===== src/rtl/hopmode_sched.sv =====
// Hop-mode scheduler: arbitrates page/inquiry/scan requests, sequences the response
// and connection phases, and drives the registered mode selects and response counters.
module hopmode_sched #(
  parameter int PAGERESP_TO = 8,
  parameter int NEWCONN_TO  = 32
) (
  input  logic       clk_6M,
  input  logic       rstz,
  input  logic       ms_tslot_p,
  input  logic       req_page,
  input  logic       req_inquiry,
  input  logic       req_pscan,
  input  logic       req_iscan,
  input  logic       regi_interlace_en,
  input  logic [7:0] regi_scan_half,
  input  logic       ps_rxid_p,
  input  logic       page_rxid_p,
  input  logic       is_rxid_p,
  input  logic       ir_fhs_tx_p,
  input  logic       psrxfhs_succ_p,
  input  logic       ps_N_incr_p,
  input  logic       m_tslot_p,
  input  logic       mpr_fhs_ack_p,
  input  logic       conn_poll_p,
  input  logic       detach_p,
  output logic       ps,
  output logic       gips,
  output logic       is,
  output logic       giis,
  output logic       page,
  output logic       inquiry,
  output logic       mpr,
  output logic       spr,
  output logic       ir,
  output logic       conns,
  output logic       prs_clock_frozen,
  output logic       prm_clock_frozen,
  output logic [5:0] counter_clkN1,
  output logic [5:0] counter_clkE1,
  output logic [4:0] counter_isFHS,
  output logic       resp_to_p
);

  typedef enum logic [3:0] {
    ST_IDLE, ST_PSCAN, ST_ISCAN, ST_PAGE, ST_INQ, ST_SPR,
    ST_MPR, ST_IR, ST_SCONN, ST_MCONN, ST_CONN
  } state_t;

  localparam logic [5:0] PRTO = 6'(PAGERESP_TO);
  localparam logic [5:0] NCTO = 6'(NEWCONN_TO);

  state_t     state, state_n;
  logic       half_odd, half_odd_n;
  logic [7:0] half_cnt, half_cnt_n, half_cnt_inc, scan_half_eff;
  logic [5:0] to_cnt, to_cnt_n, to_cnt_inc;
  logic       fhs_ok, fhs_ok_n;
  logic [5:0] clkn1_n, clkn1_cleared, clke1_n;
  logic [4:0] isfhs_n;
  logic       timeout_n;
  logic       timed_n, entering;
  state_t     slave_exit, master_exit;

  assign scan_half_eff = (regi_scan_half == 8'd0) ? 8'd1 : regi_scan_half;
  assign half_cnt_inc  = half_cnt + 8'd1;
  assign to_cnt_inc    = to_cnt + 6'd1;
  assign slave_exit    = req_pscan ? ST_PSCAN : ST_IDLE;
  assign master_exit   = req_page ? ST_PAGE : ST_IDLE;
  assign clkn1_cleared = psrxfhs_succ_p ? {counter_clkN1[5:1], 1'b0} : counter_clkN1;

  // Next-state and next-counter values; entry/exit side effects are applied after the case.
  always_comb begin
    state_n    = state;
    half_odd_n = half_odd;
    half_cnt_n = half_cnt;
    to_cnt_n   = ms_tslot_p ? to_cnt_inc : to_cnt;
    fhs_ok_n   = fhs_ok;
    clkn1_n    = counter_clkN1;
    clke1_n    = counter_clkE1;
    isfhs_n    = counter_isFHS;
    timeout_n  = 1'b0;

    case (state)
      ST_IDLE: begin
        if (ms_tslot_p) begin
          if (req_page)         state_n = ST_PAGE;
          else if (req_inquiry) state_n = ST_INQ;
          else if (req_pscan)   state_n = ST_PSCAN;
          else if (req_iscan)   state_n = ST_ISCAN;
        end
      end
      ST_PAGE: begin
        if (page_rxid_p)   state_n = ST_MPR;
        else if (!req_page) state_n = ST_IDLE;
      end
      ST_INQ: begin
        if (!req_inquiry) state_n = ST_IDLE;
      end
      ST_PSCAN, ST_ISCAN: begin
        if ((state == ST_PSCAN) ? ps_rxid_p : is_rxid_p)
          state_n = (state == ST_PSCAN) ? ST_SPR : ST_IR;
        else if ((state == ST_PSCAN) ? !req_pscan : !req_iscan)
          state_n = ST_IDLE;
        else if (ms_tslot_p) begin
          if (half_cnt_inc >= scan_half_eff) begin
            half_odd_n = ~half_odd;
            half_cnt_n = 8'd0;
          end else begin
            half_cnt_n = half_cnt_inc;
          end
        end
      end
      ST_IR: begin
        if (ir_fhs_tx_p) begin
          isfhs_n = counter_isFHS + 5'd1;
          state_n = ST_ISCAN;
        end
      end
      ST_SPR: begin
        clkn1_n = ps_N_incr_p ? clkn1_cleared + 6'd1 : clkn1_cleared;
        if (psrxfhs_succ_p) fhs_ok_n = 1'b1;
        if (ps_N_incr_p && fhs_ok) state_n = ST_SCONN;
        else if (ms_tslot_p && to_cnt_inc >= PRTO) begin
          state_n   = slave_exit;
          timeout_n = 1'b1;
        end
      end
      ST_MPR: begin
        if (m_tslot_p) clke1_n = counter_clkE1 + 6'd1;
        if (mpr_fhs_ack_p) state_n = ST_MCONN;
        else if (ms_tslot_p && to_cnt_inc >= PRTO) begin
          state_n   = master_exit;
          timeout_n = 1'b1;
        end
      end
      ST_SCONN, ST_MCONN: begin
        if (detach_p)         state_n = ST_IDLE;
        else if (conn_poll_p) state_n = ST_CONN;
        else if (ms_tslot_p && to_cnt_inc >= NCTO) begin
          state_n   = (state == ST_SCONN) ? slave_exit : master_exit;
          timeout_n = 1'b1;
        end
      end
      ST_CONN: begin
        if (detach_p) state_n = ST_IDLE;
      end
      default: state_n = ST_IDLE;
    endcase

    entering = (state_n != state);
    timed_n  = (state_n == ST_SPR) || (state_n == ST_MPR) ||
               (state_n == ST_SCONN) || (state_n == ST_MCONN);

    if (!timed_n || entering) to_cnt_n = 6'd0;
    if (entering && (state_n == ST_PSCAN || state_n == ST_ISCAN) && state != ST_IR) begin
      half_cnt_n = 8'd0;
      half_odd_n = 1'b0;
    end
    if (entering && state_n == ST_ISCAN && state == ST_IDLE) isfhs_n = 5'd0;
    // A response counter leaving its phase snaps back to 1, even if it pulsed on the exit edge.
    if (state_n != ST_SPR) begin
      clkn1_n  = 6'd1;
      fhs_ok_n = 1'b0;
    end
    if (state_n != ST_MPR) clke1_n = 6'd1;
  end

  always_ff @(posedge clk_6M) begin
    if (!rstz) begin
      state            <= ST_IDLE;
      half_odd         <= 1'b0;
      half_cnt         <= 8'd0;
      to_cnt           <= 6'd0;
      fhs_ok           <= 1'b0;
      counter_clkN1    <= 6'd1;
      counter_clkE1    <= 6'd1;
      counter_isFHS    <= 5'd0;
      resp_to_p        <= 1'b0;
      ps               <= 1'b0;
      gips             <= 1'b0;
      is               <= 1'b0;
      giis             <= 1'b0;
      page             <= 1'b0;
      inquiry          <= 1'b0;
      mpr              <= 1'b0;
      spr              <= 1'b0;
      ir               <= 1'b0;
      conns            <= 1'b0;
      prs_clock_frozen <= 1'b0;
      prm_clock_frozen <= 1'b0;
    end else begin
      state            <= state_n;
      half_odd         <= half_odd_n;
      half_cnt         <= half_cnt_n;
      to_cnt           <= to_cnt_n;
      fhs_ok           <= fhs_ok_n;
      counter_clkN1    <= clkn1_n;
      counter_clkE1    <= clke1_n;
      counter_isFHS    <= isfhs_n;
      resp_to_p        <= timeout_n;
      ps               <= (state_n == ST_PSCAN) && !(half_odd_n && regi_interlace_en);
      gips             <= (state_n == ST_PSCAN) && half_odd_n && regi_interlace_en;
      is               <= (state_n == ST_ISCAN) && !(half_odd_n && regi_interlace_en);
      giis             <= (state_n == ST_ISCAN) && half_odd_n && regi_interlace_en;
      page             <= (state_n == ST_PAGE);
      inquiry          <= (state_n == ST_INQ);
      mpr              <= (state_n == ST_MPR);
      spr              <= (state_n == ST_SPR);
      ir               <= (state_n == ST_IR);
      conns            <= (state_n == ST_SCONN) || (state_n == ST_MCONN) || (state_n == ST_CONN);
      prs_clock_frozen <= (state_n == ST_SPR);
      prm_clock_frozen <= (state_n == ST_MPR);
    end
  end

endmodule

===== config.mk =====
export PLATFORM = sky130hd
export DESIGN_NAME = hopmode_sched
export DESIGN_NICKNAME = d
export VERILOG_FILES = /design/src/rtl/hopmode_sched.sv
export SDC_FILE = /design/constraint.sdc
export NUM_CORES = 1
export LEC_CHECK = 0
export ABC_AREA = 0
export BUFFER_PORTS_ARGS = -buffer_cell sky130_fd_sc_hd__buf_4
export CORE_ASPECT_RATIO = 0.6
export CORE_MARGIN = 1
export CORE_UTILIZATION = 37
export CTS_CLUSTER_SIZE = 20
export DETAILED_ROUTE_END_ITERATION = 8
export SLEW_MARGIN = 30
export SYNTH_ARGS = -nofsm -noshare
export SYNTH_HDL_FRONTEND = slang
export SYNTH_SLANG_ARGS = --single-unit

===== constraint.sdc =====
create_clock -name clk_6M -period 8.3 [get_ports clk_6M]
set_clock_uncertainty 0.15 [all_clocks]
set_input_delay 0.415 -clock clk_6M [delete_from_list [all_inputs] [get_ports clk_6M]]
set_output_delay 0.415 -clock clk_6M [all_outputs]
set_load 0.01 [all_outputs]

==> Word-level counts from Yosys, hierarchy flattened <==
Cells that the tools add are included.
{ "classes": {"mux": 43, "add_sub_neg": 5, "n_lt_le_gt_ge": 3, "eq_ne": 24, "n_bitwise": 4, "reduce_logical": 38} }
{ "ops": {"columns": ["cell", "count"], "rows": [
  ["$mux W4", 19],
  ["$pmux W4 S9", 1],
  ["$eq A4 B3 Y1 const B", 8],
  ["$eq A4 B4 Y1 const B", 6],
  ["$add A6 B1 Y6 const B", 3],
  ["$eq A4 B2 Y1 const B", 4],
  ["$mux W1", 16],
  ["$mux W8", 2],
  ["$logic_and A1 B1 Y1", 14],
  ["$reduce_or A2 Y1", 7],
  ["$ne A4 B3 Y1 const B", 3],
  ["$add A8 B1 Y8 const B", 1],
  ["$eq A4 B1 Y1 const B", 2],
  ["$ge A8 B8 Y1", 1],
  ["$logic_not A8 Y1", 1],
  ["$logic_or A1 B1 Y1", 7],
  ["$ge A6 B4 Y1 const B", 1],
  ["$ge A6 B6 Y1 const B", 1],
  ["$mux W2", 3],
  ["$mux W6", 1],
  ["$reduce_and A2 Y1", 3],
  ["$add A5 B1 Y5 const B", 1],
  ["$logic_not A1 Y1", 4],
  ["$logic_not A4 Y1", 1],
  ["other kinds (4)", 7]
]} }
{ "totals": {"regBits": 48, "wordCells": 136} }

==> Longest topological paths before layout <==
Gate-level depths: netlist (run 1).
{ "depth": {"word_depth": 15, "ltp_mapped": 11} }

==> Least setup slack after synthesis (run 1) <==
OpenSTA, ideal clock, no wires.
{ "synth_timing": {"kind": "register to register", "start": "reg state[3]", "end": "reg gips", "arrival_time_ns": 2.488, "n_path_buf": 1, "setup_ns": 0.116, "path_stages_with_launch": 10, "slack_ns": 5.545, "path_cell_list": "dfxtp_1 -> buf_2 -> nor4b_4 -> mux2i_1 -> a2111oi_2 -> a2111o_1 -> nor4_1 -> nor4_4 -> or3_1 -> and4_1"} }
{ "synth_between": {"elab_chain_cells": 13, "elab_cells_between_ends": 50, "cone_classes": "14 x eq/ne; 28 x mux; 8 x reduce/logical"} }
{ "synth_rtl": {"columns": ["item", "line", "source"], "rows": [
  ["start, declared", "52", "state_t state, state_n;"],
  ["start signal, assigned", "191", "state <= state_n;"],
  ["$eq A4 B4 Y1 / $mux W4 (equally long branches)", "82, 139, 88", null],
  ["$mux W2 / $mux W4 (equally long branches)", "139, 87", null],
  ["$mux W4 (on tied branches)", "138, 86", null],
  ["$mux W4 (on tied branches)", "137, 85", null],
  ["$mux W4 (on tied branches)", "136, 84", null],
  ["$pmux W4 S9", "82", "case (state)"],
  ["$eq A4 B1 Y1 / $eq A4 B2 Y1 (equally long branches)", "154, 201", null],
  ["$logic_or A1 B1 Y1", "154", "if (entering && (state_n == ST_PSCAN || state_n == ST_ISCAN) && state != ST_IR) begin"],
  ["$logic_and A1 B1 Y1 (2 in a row)", "154", null],
  ["$mux W1", "154", null],
  ["$logic_and A1 B1 Y1 * (2 in a row)", "201", "gips <= (state_n == ST_PSCAN) && half_odd_n && regi_interlace_en;"],
  ["end signal, assigned", "201", null],
  ["end, declared", "27", "output logic gips,"]
]} }
Mark *: on every way between the ends. The rest lies on a longest branch, timed or not.
A chain may end at the register's enable or synchronous reset.

==> Worst setup path after layout (run 1) <==
{ "layout_timing": {"start": "reg state[0]", "end": "reg to_cnt[5]"} }
{ "layout_between": {"elab_chain_cells": 13, "elab_cells_between_ends": 48, "cone_classes": "15 x eq/ne; 24 x mux; 9 x reduce/logical"} }
{ "layout_rtl": {"columns": ["item", "line", "source"], "rows": [
  ["$eq A4 B4 Y1 / $mux W4 (equally long branches)", "82, 139, 88", null],
  ["$mux W2 / $mux W4 (equally long branches)", "139, 87", null],
  ["$mux W4 (on tied branches)", "138, 86", null],
  ["$mux W4 (on tied branches)", "137, 85", null],
  ["$mux W4 (on tied branches)", "136, 84", null],
  ["$pmux W4 S9", "82", null],
  ["$eq A4 B3 Y1", "150", "timed_n = (state_n == ST_SPR) || (state_n == ST_MPR) ||"],
  ["$logic_or A1 B1 Y1 (2 in a row)", "150", null],
  ["$logic_or A1 B1 Y1", "151", "(state_n == ST_SCONN) || (state_n == ST_MCONN);"],
  ["$logic_not A1 Y1", "153", "if (!timed_n || entering) to_cnt_n = 6'd0;"],
  ["$logic_or A1 B1 Y1 *", "153", null],
  ["$reduce_or A2 Y1 (no line) *", null, null],
  ["end signal, assigned", "194", "to_cnt <= to_cnt_n;"],
  ["end, declared", "55", "logic [5:0] to_cnt, to_cnt_n, to_cnt_inc;"]
]} }
Marks and branches as above.

==> results of run 1 <==
[registers in the layout (all words and copies together), names as in the netlist, 4 cells and up]
signal         flops
half_cnt           8
state              4
counter_clkN1      6
to_cnt             6
counter_clkE1      6
counter_isFHS      5
[kinds of logic after synthesis]
logic type / count (synthesis) / share of synthesized area
AO/OA/AOI/OAI: 65 / 0.1791
XOR/XNOR: 26 / 0.08007
adder cells (fa/ha/maj): 14 / 0.06159
buffers and inverters: 33 / 0.05016
flip-flops: 48 / 0.3379
multiplexers: 10 / 0.03520
AND/OR/NAND/NOR: 132 / 0.2560
[how the worst max path moves through the flow]
stage / from / cells after the start / to
after floorplan: state[3] / 9 / gips
after global placement: regi_scan_half[4] / 12 / ps
after detailed placement: regi_scan_half[4] / 12 / ps
after CTS: state[0] / 8 / half_cnt[7]
after global routing: state[0] / 8 / to_cnt[5]
final: state[0] / 8 / to_cnt[5]
[layout make-up]
type | count | area, sq um | share of cell area
multi-input combinational | 247 | 1740 | 0.5020
sequential | 48 | 960.9 | 0.2772
timing repair buffer | 55 | 412.9 | 0.1191
tap | 104 | 130.1 | 0.03753
clock buffer | 5 | 125.1 | 0.03609
inverter | 21 | 78.83 | 0.02274
clock inverter | 3 | 18.77 | 0.005413
[metal layers]
layer	up-vias	track usage
met1	1153	0.2903
li1	1285	-
met3	5	0.04688
met5	-	0
met2	93	0.2416
met4	0	0.03463
[metrics by stage]
step	util	std cells	cell area, sq um	power [mW]	hold WS (ps)
final	0.4713	483	3467	0.6195	179.4
after global routing	0.4713	483	3467	0.6475	172.3
after CTS	0.4713	483	3467	0.6215	176.4
after detailed placement	0.4517	475	3323	0.4209	335.6
after global placement	0.4517	475	3323	0.4197	307.9
after floorplan	-	328	2844	0.3737	294.4
[Yosys cell counts, types with 4 or more instances]
cell	count	share of area
inv_1	21	0.028
nand3b_1	7	0.018
a211oi_1	4	0.011
o21ai_0	8	0.014
nand4_1	10	0.022
a21o_1	6	0.016
nor3_1	9	0.016
nand2b_1	5	0.011
a21oi_1	14	0.025
buf_2	6	0.011
nand3_1	13	0.023
xnor2_1	8	0.025
nor2_1	34	0.045
xor2_1	18	0.055
and2_1	4	0.0088
dfxtp_1	48	0.34
mux2i_1	10	0.035
ha_1	14	0.062
nor2b_1	5	0.011
nand2_1	20	0.026
nor4_1	7	0.015
[cell usage in the layout (no fill, tap or decap), types with 7 or more instances in the layout]
cell type / count
buf_4: 55
xnor2_1: 8
nand3_1: 13
inv_1: 21
nand4_1: 10
xor2_1: 18
nor2_1: 34
mux2i_1: 10
nand3b_1: 7
nor3_1: 9
dfxtp_1: 48
nor4_1: 7
a21oi_1: 14
nand2_1: 20
o21ai_0: 8
ha_1: 14
[worst register-to-register path, delay by kind of cell, from the launching register on]
| kind | cells | cell delay (ps) |
|---|---|---|
| flip-flops | 1 | 780 |
| AO/OA/AOI/OAI | 5 | 1420 |
| AND/OR/NAND/NOR | 3 | 820 |
[power groups by stage]
stage          Sequential, mW  Clock [mW]  Combinational [mW]
2_1_floorplan           0.251           0               0.123
3_3_place_gp            0.260           0               0.160
3_5_place_dp            0.260           0               0.161
4_1_cts                 0.255       0.205               0.161
5_1_grt                 0.257       0.216               0.174
6_report                0.256       0.200               0.163
==> metrics.txt, run 1 <==
combinational share of power 0.264; DRT Wirelength between 7000 and 8000 um; met3 wire len 562 um; Async S/R FF share, synth 0; status completed; Static Leak 1.475 nW; layout cells sized above 1 0.2032; TritonCTS clock tree yes; H-tree lvl count 2; min-delay src regi_interlace_en; Slew Limit Headroom 0.4394; initial antenna violation count 0; Net Switching around 210 uW; post_cts resized 0; clock share of power 0.323; hold_buf cts 0; DRT iter0 DRCs 167; hold endpoint is; Syn Std Cell Area between 2000 and 3000 sq um; Tmin final 3245 ps; CTS buffer count 5; CP max FO 17; worst vdd ir around 0.08 mV; via count 2536; final max-slew violation count 0; Die X 115.2 um; syn_nets 368; quantity of I/O buffers inserted on ports 55; reg2reg setup slack slightly above 5000 ps; hold crit path type in -> reg; Sink Count 48; clock tree buffer depth 2; Hold Path Depth 2; Final WS setup between 5000 and 6000 ps; Net Sw Frac 0.3338; # setup viols final 0; crit path cell chain nor2b_1, a22o_1, o2bb2ai_1, a2111oi_0, a21oi_1, nor4_4, nand2_1, a211oi_1; grt ovf 0; full die area ~8100 sq um; Worst Tran Pin Value ~840 ps; routed length on met1 roughly 4000 um; Ys Warns 0; R2R depth 8; top-level I/O count between 50 and 60; Seq cells post-synth 48; Rows 24; # Post-CTS Setup Buffers 0; sequential share of power 0.413; fin crit share 0.3910; Worst EP required 8360 ps; Peak Freq around 310 MHz; Post-synth EDFFs 0; number of global-route vias before repair about 2.3k; crit-path max cell delay a little under 800 ps; register clock-pin slew on the reported worst setup and hold paths 70 ps; Startpoint Class register; Final #Nets 418; DRT Pass-1 Iters 4; Reg-to-Reg Start state[0]; Gate Count Post-Synth around 330; pre-CTS setup slack between 5000 and 6000 ps; largest net degree at the start of global routing 20; Via density 5.251; met2 routed WL ~2700 um; Max-Cap Viols 0; Filler cells roughly 740; gpl congestion 0.8852; Routed Antenna Nets 0; highest metal used met4; worst skew pair latency a little under 300 ps; kind of critical path reg -> reg; Int Pwr ~410 uW; Fin. Hold Viols 0; Cell variety after synth 62; antenna cells 0; CP arrival about 3300 ps; first-pass GRT wire length 11520 um; register area share after synthesis 0.3379; Syn-to-layout area delta 21.91%; RSZ-0062 raised after global routing no; Worst setup EP type register; delay-heaviest family, CP compound AO/OA/AOI/OAI gates; Die Y 69.91 um; DRC violations left 0; slowest CP cell dfxtp_1; ys flop type dfxtp_1; worst path buffer plus inverter count 0; Clock Tree Root clkbuf_16; GR Util All Layers 0.1829; setup TNS 0 ps; Initial Util 0.3866; PwrDens 178.7 nW/um^2; Post-DP HPWL about 5600 um; Mean Syn Cell Area around 8.7 sq um; total core area between 7000 and 8000 sq um; wire length per cell between 10 and 15 um; worst reg2reg endpoint to_cnt[5]
(Power assumes the default switching activity.)
==> run 2: changes to the inputs <==
==> constraint.sdc (replaced) <==
create_clock -name clk_6M -period 2.86 [get_ports clk_6M]
set_clock_uncertainty 0.15 [all_clocks]
set_input_delay 0.143 -clock clk_6M [delete_from_list [all_inputs] [get_ports clk_6M]]
set_output_delay 0.143 -clock clk_6M [all_outputs]
set_load 0.01 [all_outputs]
==> metrics.txt, run 2 (synthesis results as in run 1) <==
status completed; Startpoint Class register; DRT Pass-1 Iters 5 (+1); DRT iter0 DRCs 185 (+11%); Fin. Hold Viols 0 (unchanged); Peak Freq 362.0 MHz (+17%); top-level I/O count 56 (unchanged); Routed Antenna Nets 0 (unchanged); PwrDens 535.8 nW/um^2 (+200%); quantity of I/O buffers inserted on ports 55 (unchanged); Final #Nets 449 (+7.4%); Die X 115.2 um (unchanged); Tmin final 2762 ps (-482.9 ps); H-tree lvl count 2 (unchanged); Max-Cap Viols 0 (unchanged); Via density 5.302 (+0.97%); clock tree buffer depth 2 (unchanged); largest net degree at the start of global routing 15 (-25%); Rows 24 (unchanged); CTS buffer count 5 (unchanged); worst path buffer plus inverter count 1 (+1); final max-slew violation count 0 (unchanged); Net Sw Frac 0.3183 (-0.01557); Static Leak 1.671 nW (+13%); CP max FO 4 (-13); worst vdd ir 0.2239 mV (+190%); Final WS setup 97.54 ps (-4957 ps); gpl congestion 0.9194 (+3.9%); final core occ 0.5259 (+0.05459); Worst setup EP type register; wire length per cell 14.96 um (+0.59%); Initial Util 0.3866 (unchanged); sequential share of power 0.348 (-0.065); Die Y 69.91 um (unchanged); antenna cells 0 (unchanged); slowest CP cell a2111oi_1; crit-path max cell delay 490 ps (-290 ps); Slew Limit Headroom 0.6148 (+0.1754); DRC violations left 0 (unchanged); Net Switching 659.7 uW (+220%); number of global-route vias before repair 2418 (+7.5%); commonest cells after routing, fill and taps aside buf_4 (82), dfxtp_1 (44), nor2_1 (33), inv_1 (21), nand2_1 (19); Final Power 2.073 mW (+230%); grt ovf 0 (unchanged); first-pass GRT wire length 12190 um (+5.9%); clock share of power 0.322 (about the same); Worst Tran Pin Value 576.2 ps (-264.7 ps); worst skew pair latency 290 ps (about the same); Syn-to-layout area delta 36.03%; TritonCTS clock tree yes; hold crit path type in -> reg; Int Pwr 1.413 mW (+240%); final instance area 3869 sq um (+12%); Worst EP required 2890 ps (-5470 ps); total core area 7357 sq um (unchanged); DRT Wirelength 7687 um (+7.0%); kind of critical path reg -> reg; Sink Count 48 (unchanged); Most flops, register half_cnt; layout cells sized above 1 0.3024 (+0.09927); delay-heaviest family, CP compound AO/OA/AOI/OAI gates; Clock Tree Root clkbuf_16; fin crit share 0.9659 (+0.5749); setup TNS 0 ps (unchanged); leading cell type in the layout, fill and taps excluded buf_4; register clock-pin slew on the reported worst setup and hold paths 60 ps (about the same); initial antenna violation count 0 (unchanged); pre-CTS setup slack -70.70 ps (-5166 ps); via count 2725 (+7.5%); combinational share of power 0.331 (+0.067); # setup viols final 0 (unchanged); Post-DP Area 3551 sq um (+6.9%); GR Util All Layers 0.1976 (+0.01471); crit path cell chain nor4b_4, mux2i_2, a2111oi_4, a2111oi_1, a21oi_1, nor4_4, buf_4, nor3_1, o31a_1; max reg flops 8 (unchanged); CP arrival 2790 ps (-510 ps); Post-DP HPWL 5942 um (+6.8%); full die area 8053 sq um (unchanged)
## run 2: cell count changes in the layout (fill, tap and decap cells not counted), sizes merged
cell | before | now
buf | 55 | 84
clkinv | 3 | 1
dlygate4sd3 | 0 | 2
bufinv | 0 | 1
clkbuf | 5 | 6
## run 2: repair_timing
| action | 4_1_cts | 5_1_grt |
|---|---|---|
| resized for setup | 2 | 26 |
| pin swaps | 0 | 11 |
| buffers inserted | 0 | 2 |
| hold buffers | 2 | 0 |
| setup endpoints to repair | 12 | 19 |
| hold endpoints to repair | 4 | 0 |
## run 2: worst register-to-register path: cells and delay by family, from the launching register on
| kind | cells | cell delay [ps] |
|---|---|---|
| AO/OA/AOI/OAI | 4 | 1050 |
| flip-flops | 1 | 360 |
| buffers and inverters | 1 | 180 |
| AND/OR/NAND/NOR | 3 | 610 |
| multiplexers | 1 | 300 |
## run 2: through the flow
step | instances | hold WS, ps
final | 514 | 31.15
after floorplan | 328 | 92.78
after detailed placement | 502 | 212.5
after CTS | 512 | 26.65
after global routing | 514 | 65.32
after global placement | 502 | 205.1
## run 2: worst paths after layout
kind                    start          end  slack (ps)  cells past startpoint
hold reg to reg   half_cnt[7]  half_cnt[7]         320                      2
setup reg to reg     state[2]           ps         100                      9
setup / recovery     state[2]           ps         100                      9
hold / removal           rstz     state[1]          30                      3
## run 2: layout make-up
type	count	area, sq um
clock buffers	6	128.9
multi-input cells	247	1854
repair buffers	86	675.6
fillers	680	3488
well taps	104	130.1
clock inverters	2	35.03
flip-flops and latches	48	965.9
inverters	21	78.83
## run 2: layer usage
metal | share of wire | track usage | wire length [um] | vias up
met2 | 0.38 | 0.2456 | 2899 | 89
met3 | 0.075 | 0.06337 | 578 | 4
met4 | 0.0040 | 0.03463 | 31 | 0
met5 | 0 | 0 | 0 | -
li1 | - | - | - | 1355
met1 | 0.54 | 0.3195 | 4179 | 1277
## run 2: power by group through the flow
| stage | combinational (mW) | sequential, mW | clock (mW) |
|---|---|---|---|
| finish | 0.686 | 0.720 | 0.667 |
| global route | 0.733 | 0.723 | 0.703 |
| CTS | 0.607 | 0.718 | 0.678 |
| detailed placement | 0.596 | 0.732 | 0 |
| global placement | 0.597 | 0.732 | 0 |
| floorplan | 0.356 | 0.729 | 0 |
